--- src/rtl/sr_latch_bank.sv ---
// Clocked, gated bank of WIDTH SR cells with forbidden-input resolution, change pulses,
// and sticky/counted illegal detection. Optional two-edge input filter: SR_LATCH_BANK_FILTER_EN.
module sr_lane #(
  parameter int   ILLEGAL_MODE = 0,
  parameter logic RST_BIT      = 1'b0
) (
  input  logic clk,
  input  logic rst_n,
  input  logic en,
  input  logic s_n,
  input  logic r_n,
  output logic q,
  output logic changed,
  output logic forb
);
  typedef enum logic {HELD0 = 1'b0, HELD1 = 1'b1} state_t;

  state_t state_q, state_d;
  logic   changed_q, changed_d;
  logic   act_s_n, act_r_n;

  // Detection uses the raw inputs so that filtering never delays illegal reporting.
  assign forb = en & ~s_n & ~r_n;

`ifdef SR_LATCH_BANK_FILTER_EN
  logic       arm_q, arm_d;
  logic [1:0] pair_q, pair_d;

  always_comb begin
    arm_d   = 1'b0;
    pair_d  = pair_q;
    act_s_n = 1'b1;
    act_r_n = 1'b1;
    if (en && ({s_n, r_n} != 2'b11)) begin
      if (arm_q && (pair_q == {s_n, r_n})) begin
        act_s_n = s_n;
        act_r_n = r_n;
      end else begin
        arm_d  = 1'b1;
        pair_d = {s_n, r_n};
      end
    end
  end

  always_ff @(posedge clk or negedge rst_n) begin
    if (!rst_n) begin
      arm_q  <= 1'b0;
      pair_q <= 2'b11;
    end else begin
      arm_q  <= arm_d;
      pair_q <= pair_d;
    end
  end
`else
  assign act_s_n = s_n | ~en;
  assign act_r_n = r_n | ~en;
`endif

  always_comb begin
    state_d = state_q;
    case ({act_s_n, act_r_n})
      2'b01: state_d = HELD1;
      2'b10: state_d = HELD0;
      2'b00: begin
        case (ILLEGAL_MODE)
          1:       state_d = HELD1;
          2:       state_d = HELD0;
          3:       state_d = (state_q == HELD1) ? HELD0 : HELD1;
          default: state_d = state_q;
        endcase
      end
      default: state_d = state_q;
    endcase
    changed_d = (state_d != state_q);
  end

  always_ff @(posedge clk or negedge rst_n) begin
    if (!rst_n) begin
      state_q   <= RST_BIT ? HELD1 : HELD0;
      changed_q <= 1'b0;
    end else begin
      state_q   <= state_d;
      changed_q <= changed_d;
    end
  end

  assign q       = (state_q == HELD1);
  assign changed = changed_q;
endmodule

module sr_latch_bank #(
  parameter int               WIDTH        = 8,
  parameter int               ILLEGAL_MODE = 0,
  parameter int               CNT_W        = 8,
  parameter logic [WIDTH-1:0] RESET_VAL    = '0
) (
  input  logic             clk,
  input  logic             rst_n,
  input  logic             C,
  input  logic [WIDTH-1:0] S_n,
  input  logic [WIDTH-1:0] R_n,
  input  logic             clr_illegal,
  output logic [WIDTH-1:0] Q,
  output logic [WIDTH-1:0] Qn,
  output logic [WIDTH-1:0] changed,
  output logic [WIDTH-1:0] illegal_sticky,
  output logic [CNT_W-1:0] illegal_cnt
);
  logic [WIDTH-1:0] forb;
  logic [WIDTH-1:0] sticky_q, sticky_d;
  logic [CNT_W-1:0] cnt_q, cnt_d;

  for (genvar i = 0; i < WIDTH; i++) begin : g_lane
    sr_lane #(
      .ILLEGAL_MODE(ILLEGAL_MODE),
      .RST_BIT     (RESET_VAL[i])
    ) u_lane (
      .clk    (clk),
      .rst_n  (rst_n),
      .en     (C),
      .s_n    (S_n[i]),
      .r_n    (R_n[i]),
      .q      (Q[i]),
      .changed(changed[i]),
      .forb   (forb[i])
    );
  end

  // Clear wins over a same-edge forbidden event.
  always_comb begin
    sticky_d = sticky_q | forb;
    cnt_d    = cnt_q;
    if ((|forb) && (cnt_q != {CNT_W{1'b1}}))
      cnt_d = cnt_q + CNT_W'(1);
    if (clr_illegal) begin
      sticky_d = '0;
      cnt_d    = '0;
    end
  end

  always_ff @(posedge clk or negedge rst_n) begin
    if (!rst_n) begin
      sticky_q <= '0;
      cnt_q    <= '0;
    end else begin
      sticky_q <= sticky_d;
      cnt_q    <= cnt_d;
    end
  end

  assign Qn             = ~Q;
  assign illegal_sticky = sticky_q;
  assign illegal_cnt    = cnt_q;
endmodule
--- config.mk ---
export PLATFORM = sky130hd
export DESIGN_NAME = sr_latch_bank
export DESIGN_NICKNAME = d
export VERILOG_FILES = /design/src/rtl/sr_latch_bank.sv
export SDC_FILE = /design/constraint.sdc
export NUM_CORES = 1
export LEC_CHECK = 0
export ABC_AREA = 0
export CORE_MARGIN = 2
export CORE_UTILIZATION = 40
export CTS_CLUSTER_DIAMETER = 60
export CTS_CLUSTER_SIZE = 20
export DETAILED_ROUTE_END_ITERATION = 12
export PLACE_DENSITY = 0.75
export SYNTH_ARGS = -nofsm -noshare
export SYNTH_HDL_FRONTEND = slang
export SYNTH_HIERARCHICAL = 1
export SYNTH_SLANG_ARGS = --single-unit
--- constraint.sdc ---
create_clock -name clk -period 1.9 [get_ports clk]
set_input_delay 0.285 -clock clk [delete_from_list [all_inputs] [get_ports clk]]
set_output_delay 0.285 -clock clk [all_outputs]
set_load 0.01 [all_outputs]
; ---- Word-level counts from Yosys, hierarchy flattened
; Cells that the tools add are included.
[totals]
register_bits = 32
input_bits = 20
output_inout_bits = 40
wordCells = 109
[classes]
addsub = 1
eq_ne = 25
mux = 11
bitwise = 51
n_reduce_logical = 3
[ops]
columns = cell, n
row1 = $mux 8, 3
row2 = $not 1->1, 17
row3 = $and 1x1->1, 16
row4 = $eq 2x1->1 const B, 8
row5 = $eq 2x2->1 const B, 8
row6 = $or 1x1->1, 16
row7 = $pmux 1 s2, 8
row8 = $add 8x1->8 const B, 1
row9 = $ne 1x1->1, 8
row10 = $ne 8x8->1 const B, 1
row11 = $not 8->8, 1
row12 = $or 8x8->8, 1
row13 = $reduce_or 8->1, 1
row14 = $reduce_bool 2->1, 1
row15 = $logic_and 1x1->1, 1

; ---- Logic depth before layout (Yosys ltp)
[logic_depth]
ltp_word = 7
mapped_depth = 7
ltp_nobuf = 6

; ---- Modules after synthesis
; Netlist, hierarchy kept.
[by_module_without_submodules]
columns = mod, n_inst, cells_each, area_per_inst_um2, seq_area_each_um2
row1 = sr_lane, 8, 9, 106.4, 50.0
row2 = sr_latch_bank, 1, 79, 757.0, 400.4

; ---- Worst setup path before layout
; No wires, ideal clock.
[synth_timing]
path_kind = register to register
start = register cnt_q[0], in the netlist illegal_cnt[0]
end = register cnt_q[5], in the netlist illegal_cnt[5]
setup_ps = 78
arrival_time_ps = 1460
t_required_ps = 1822
path_slack_ps = 363
path_stages_with_launch = 6
path_buffers = 0
period_less_slack_ps = 1537
path_cell_list = dfrtp_1 -> ha_1 -> nand3_1 -> o2bb2ai_2 -> or4_1 -> a21oi_1
[synth_between]
elab_chain_len = 3
elab_cells_between_ends = 6
classes_between = add/sub: 1 / eq/ne: 1 / mux: 2 / reduce/logical: 2
[synth_lines]
columns = item, line
row1 = from (decl), 111  ; logic [CNT_W-1:0] cnt_q, cnt_d;
row2 = from (signal assigned), 147  ; cnt_q <= cnt_d;
row3 = $add 8x1->8 or $ne 8x8->1 (tied branches), "134, 133"
row4 = $mux 8 or $logic_and 1x1->1 (tied branches), 133  ; if ((|forb) && (cnt_q != {CNT_W{1'b1}}))
row5 = $mux 8 or $reduce_bool 2->1 (tied branches), -
; Parallel ways exist; a longest one is shown, timed or not. The select of a mux whose other input is x is not followed.
; A chain may end at the register's enable or synchronous reset.

; ---- Final worst setup path
[layout_timing]
start = input C
end = register cnt_q[5], in the netlist illegal_cnt[5]
[layout_between]
elab_chain_len = 5
elab_cells_between_ends = 19
classes_between = bitwise: 16 / reduce/logical: 3
[layout_lines]
columns = item, line
row1 = from (decl), 99  ; input logic C,
row2 = $and 1x1->1 (2 in series), 23  ; assign forb = en & ~s_n & ~r_n;
row3 = via forb[0], 109  ; logic [WIDTH-1:0] forb;
row4 = $reduce_or 8->1, 133
row5 = $logic_and 1x1->1, 133
row6 = $reduce_bool 2->1 (no line), -
; The timed path passes the listed nets, and every way through them passes these cells.

==> flow_summary.toml <==
[setup_path]
endpoint_kind = "flip-flop"
crit_cells = 8
crit_type = "in2reg"
r2r_setup_slack_ps = 240
crit_fanout = 10
crit_family = "simple AND/OR/NAND/NOR gates"
cp-endpoint = "illegal_cnt[5]"
r2r_cells = 5
crit_chain = "clkdlybuf4s50_1 > buf_6 > nand2b_1 > nor2_4 > nor4_4 > o2bb2ai_4 > or4_1 > a21oi_1"
reg2reg_from = "illegal_cnt[0]"
timing.rr.end = "illegal_cnt[5]"
max_stage_delay_ps = 500
setup.worst_path.start = "C"
worst_ep_arrival_time_ps = 2060
cp_num_buf_inv = 2
cp-start-kind = "input port"
cp.required_ps = 2110
cp_slowest_cell = "or4_1"

[drt]
vias = 1355
viasPerCell = 4.771
totalWireLength_mm = 3.613
drt_iter0_markers = 81
ant_nets = 0
wl_per_cell_um = 12.72
drc = 0
first_pass_iters = 4

[synthesis]
synthesis.area_sq_um = 1608
ys_types = 26
syn_nets = 180
synth_seq_cells = 32
synthCells = 151
avgSynthCellArea_sq_um = 10.65
yosys_warnings = 6
ys_seq_area_frac = 0.4981

[power]
powerDensity_nw_per_um2 = 713.4
p_sw_w = 0.0004852
comb_power_share = 0.277
clock_power_share = 0.293
p_seq_frac = 0.430
ir_worst_vdd_mv = 0.3672
p_int_w = 0.001342
p_sw_frac = 0.2656
p_leak_nw = 1.126

[sta]
worst_hold_slack_ps = 394.1
slew_headroom = 0.7213
finalHoldViolCount = 0
max_freq_mhz = 541.3
fin_crit_sh = 0.9723
clock_skew_ps = 4.201
finalSetupViolCount = 0
worst_pin_slew_ps = 418.1
drv_slew = 0
period_needed_ps = 1847
rsz0062_at_grt = "true"

[finish]
layout_common_cells = "clkdlybuf4s50_1 (59), dfrtp_1 (32), nor2_1 (26), buf_4 (18), inv_1 (10)"
layout-drive-gt1-share = 0.2009
nFillCells = 330
final_nets = 262
area_growth_pct = 59.30
layout_commonest_cell = "clkdlybuf4s50_1"
n_antenna_cell = 0
final_cells = 284

[grt]
first_global_vias = 1282
grt_start_max_net_pins = 33
grt.overflow.total = 0
antenna_found_initial = 0
grtUsageTotal = 0.1730
grt_pass1_wl_mm = 5.823

[clock_tree]
cts_max_path_buffers = 2
cts_htree_levels = 2
hold_buffers = 0
clk_pin_slew_ps = 60
clock-sinks = 32
root_buffer = "clkbuf_8"
cts_tree = "done"
worstSkewPairLatency_ps = 280
cts_buffers = 5

[die]
start_util = 0.4078
core_sq_um = 3943
die_y_um = 67.40
die_w_um = 67.40
std_cell_rows = 23
io_pins = 60
dieArea_sq_um = 4543

[place]
io_buffers = 59
dp.cells = 276
dp_hpwl_mm = 2.696
gp_congestion = 0.8135

[outcome]
status = "complete, no violations"

[run]
maxCapViolations = 0

[hold_path]
hold_path.class = "in2async"
==> registers in the layout (all words and copies together) (netlist names) <==
signal                 flops
illegal_cnt                8
g_lane.u_lane/q            8
g_lane.u_lane/changed      8
illegal_sticky             8
==> power groups by stage <==
stage | Sequential, W | Clock, W | Combinational (W)
final | 0.000786 | 0.000534 | 0.000507
after global routing | 0.000794 | 0.000581 | 0.000551
after CTS | 0.000787 | 0.000549 | 0.000490
after detailed placement | 0.000798 | 0 | 0.000488
after global placement | 0.000797 | 0 | 0.000480
after floorplan | 0.000820 | 0 | 0.000193
==> metal layers <==
layer / vias up / global-route usage / routed length [um]
li1: 666 / - / -
met1: 639 / 0.2135 / 1507
met2: 42 / 0.2834 / 1838
met3: 8 / 0.05500 / 197
met4: 0 / 0.06378 / 69
met5: - / 0 / 0
==> cell families (layout without fill, tap and decap cells) <==
family,after synthesis,after routing,synth area share
AND/OR/NAND/NOR,63,63,0.2000
flip-flops,32,32,0.4981
AO/OA/AOI/OAI,16,16,0.06692
buffers and inverters,13,96,0.03502
adder cells (fa/ha/maj),9,9,0.07004
XOR/XNOR,9,9,0.04903
multiplexers,9,9,0.08094
==> layout make-up <==
type / instances / area [sq um] / area share
multi-input cells: 106 / 833.3 / 0.3254
flip-flops and latches: 32 / 800.8 / 0.3127
repair buffers: 78 / 737.0 / 0.2877
clock buffers: 8 / 90.09 / 0.03517
well taps: 50 / 62.56 / 0.02443
inverters: 10 / 37.54 / 0.01466
==> worst register-to-register path: cells and delay by family, from the launching register on <==
kind | cells | cell delay, ps
AND/OR/NAND/NOR | 2 | 650
adder cells (fa/ha/maj) | 1 | 270
flip-flops | 1 | 420
AO/OA/AOI/OAI | 2 | 240
==> worst min path at each step <==
stage                      startpoint                       end  cells past startpoint
finish                          rst_n            illegal_cnt[6]                      2
global route                    rst_n            illegal_cnt[6]                      2
CTS                             rst_n  g_lane[3].u_lane/changed                      2
detailed placement  illegal_sticky[7]         illegal_sticky[7]                      2
global placement    illegal_sticky[7]         illegal_sticky[7]                      2
floorplan                       rst_n  g_lane[0].u_lane/changed                      0
==> synth_stat cells <==
cell type	number	area [sq um]
o31ai_1	2	15.01
nand4_2	1	12.51
mux2_4	8	120.1
buf_6	1	11.26
nand2b_1	8	50.05
or3_1	3	18.77
ha_1	9	112.6
or4_1	2	15.01
a41oi_1	1	8.760
inv_1	10	37.54
a31o_2	1	8.760
o21ai_0	3	15.01
mux2i_1	1	10.01
xor2_1	1	8.760
nor2b_1	8	50.05
dfrtp_1	32	800.8
clkbuf_1	2	7.510
nand3_1	3	15.01
a21oi_1	6	30.03
xnor2_1	8	70.07
a22oi_1	1	7.510
nand2_1	2	7.510
nor4_2	2	25.02
o2bb2ai_2	1	15.01
a21boi_0	1	7.510
nor2_1	34	127.6
==> stage by stage <==
step           area [sq um]    util  power, W  setup WS, ps  setup TNS [ps]
2_1_floorplan          1608       -  0.001013         362.6               0
3_3_place_gp           2385  0.6049  0.001276        -264.3           -1572
3_5_place_dp           2385  0.6049  0.001286        -277.0           -1882
4_1_cts                2475  0.6277  0.001825         9.764               0
5_1_grt                2561  0.6496  0.001925        -9.659          -16.59
6_report               2561  0.6496  0.001827         52.63               0
==> what timing repair did <==
action                     CTS  global route
buffers inserted             0             0
gates resized for setup      0            18
setup endpoints to repair    0             7
Power figures use the tool's default switching activity.
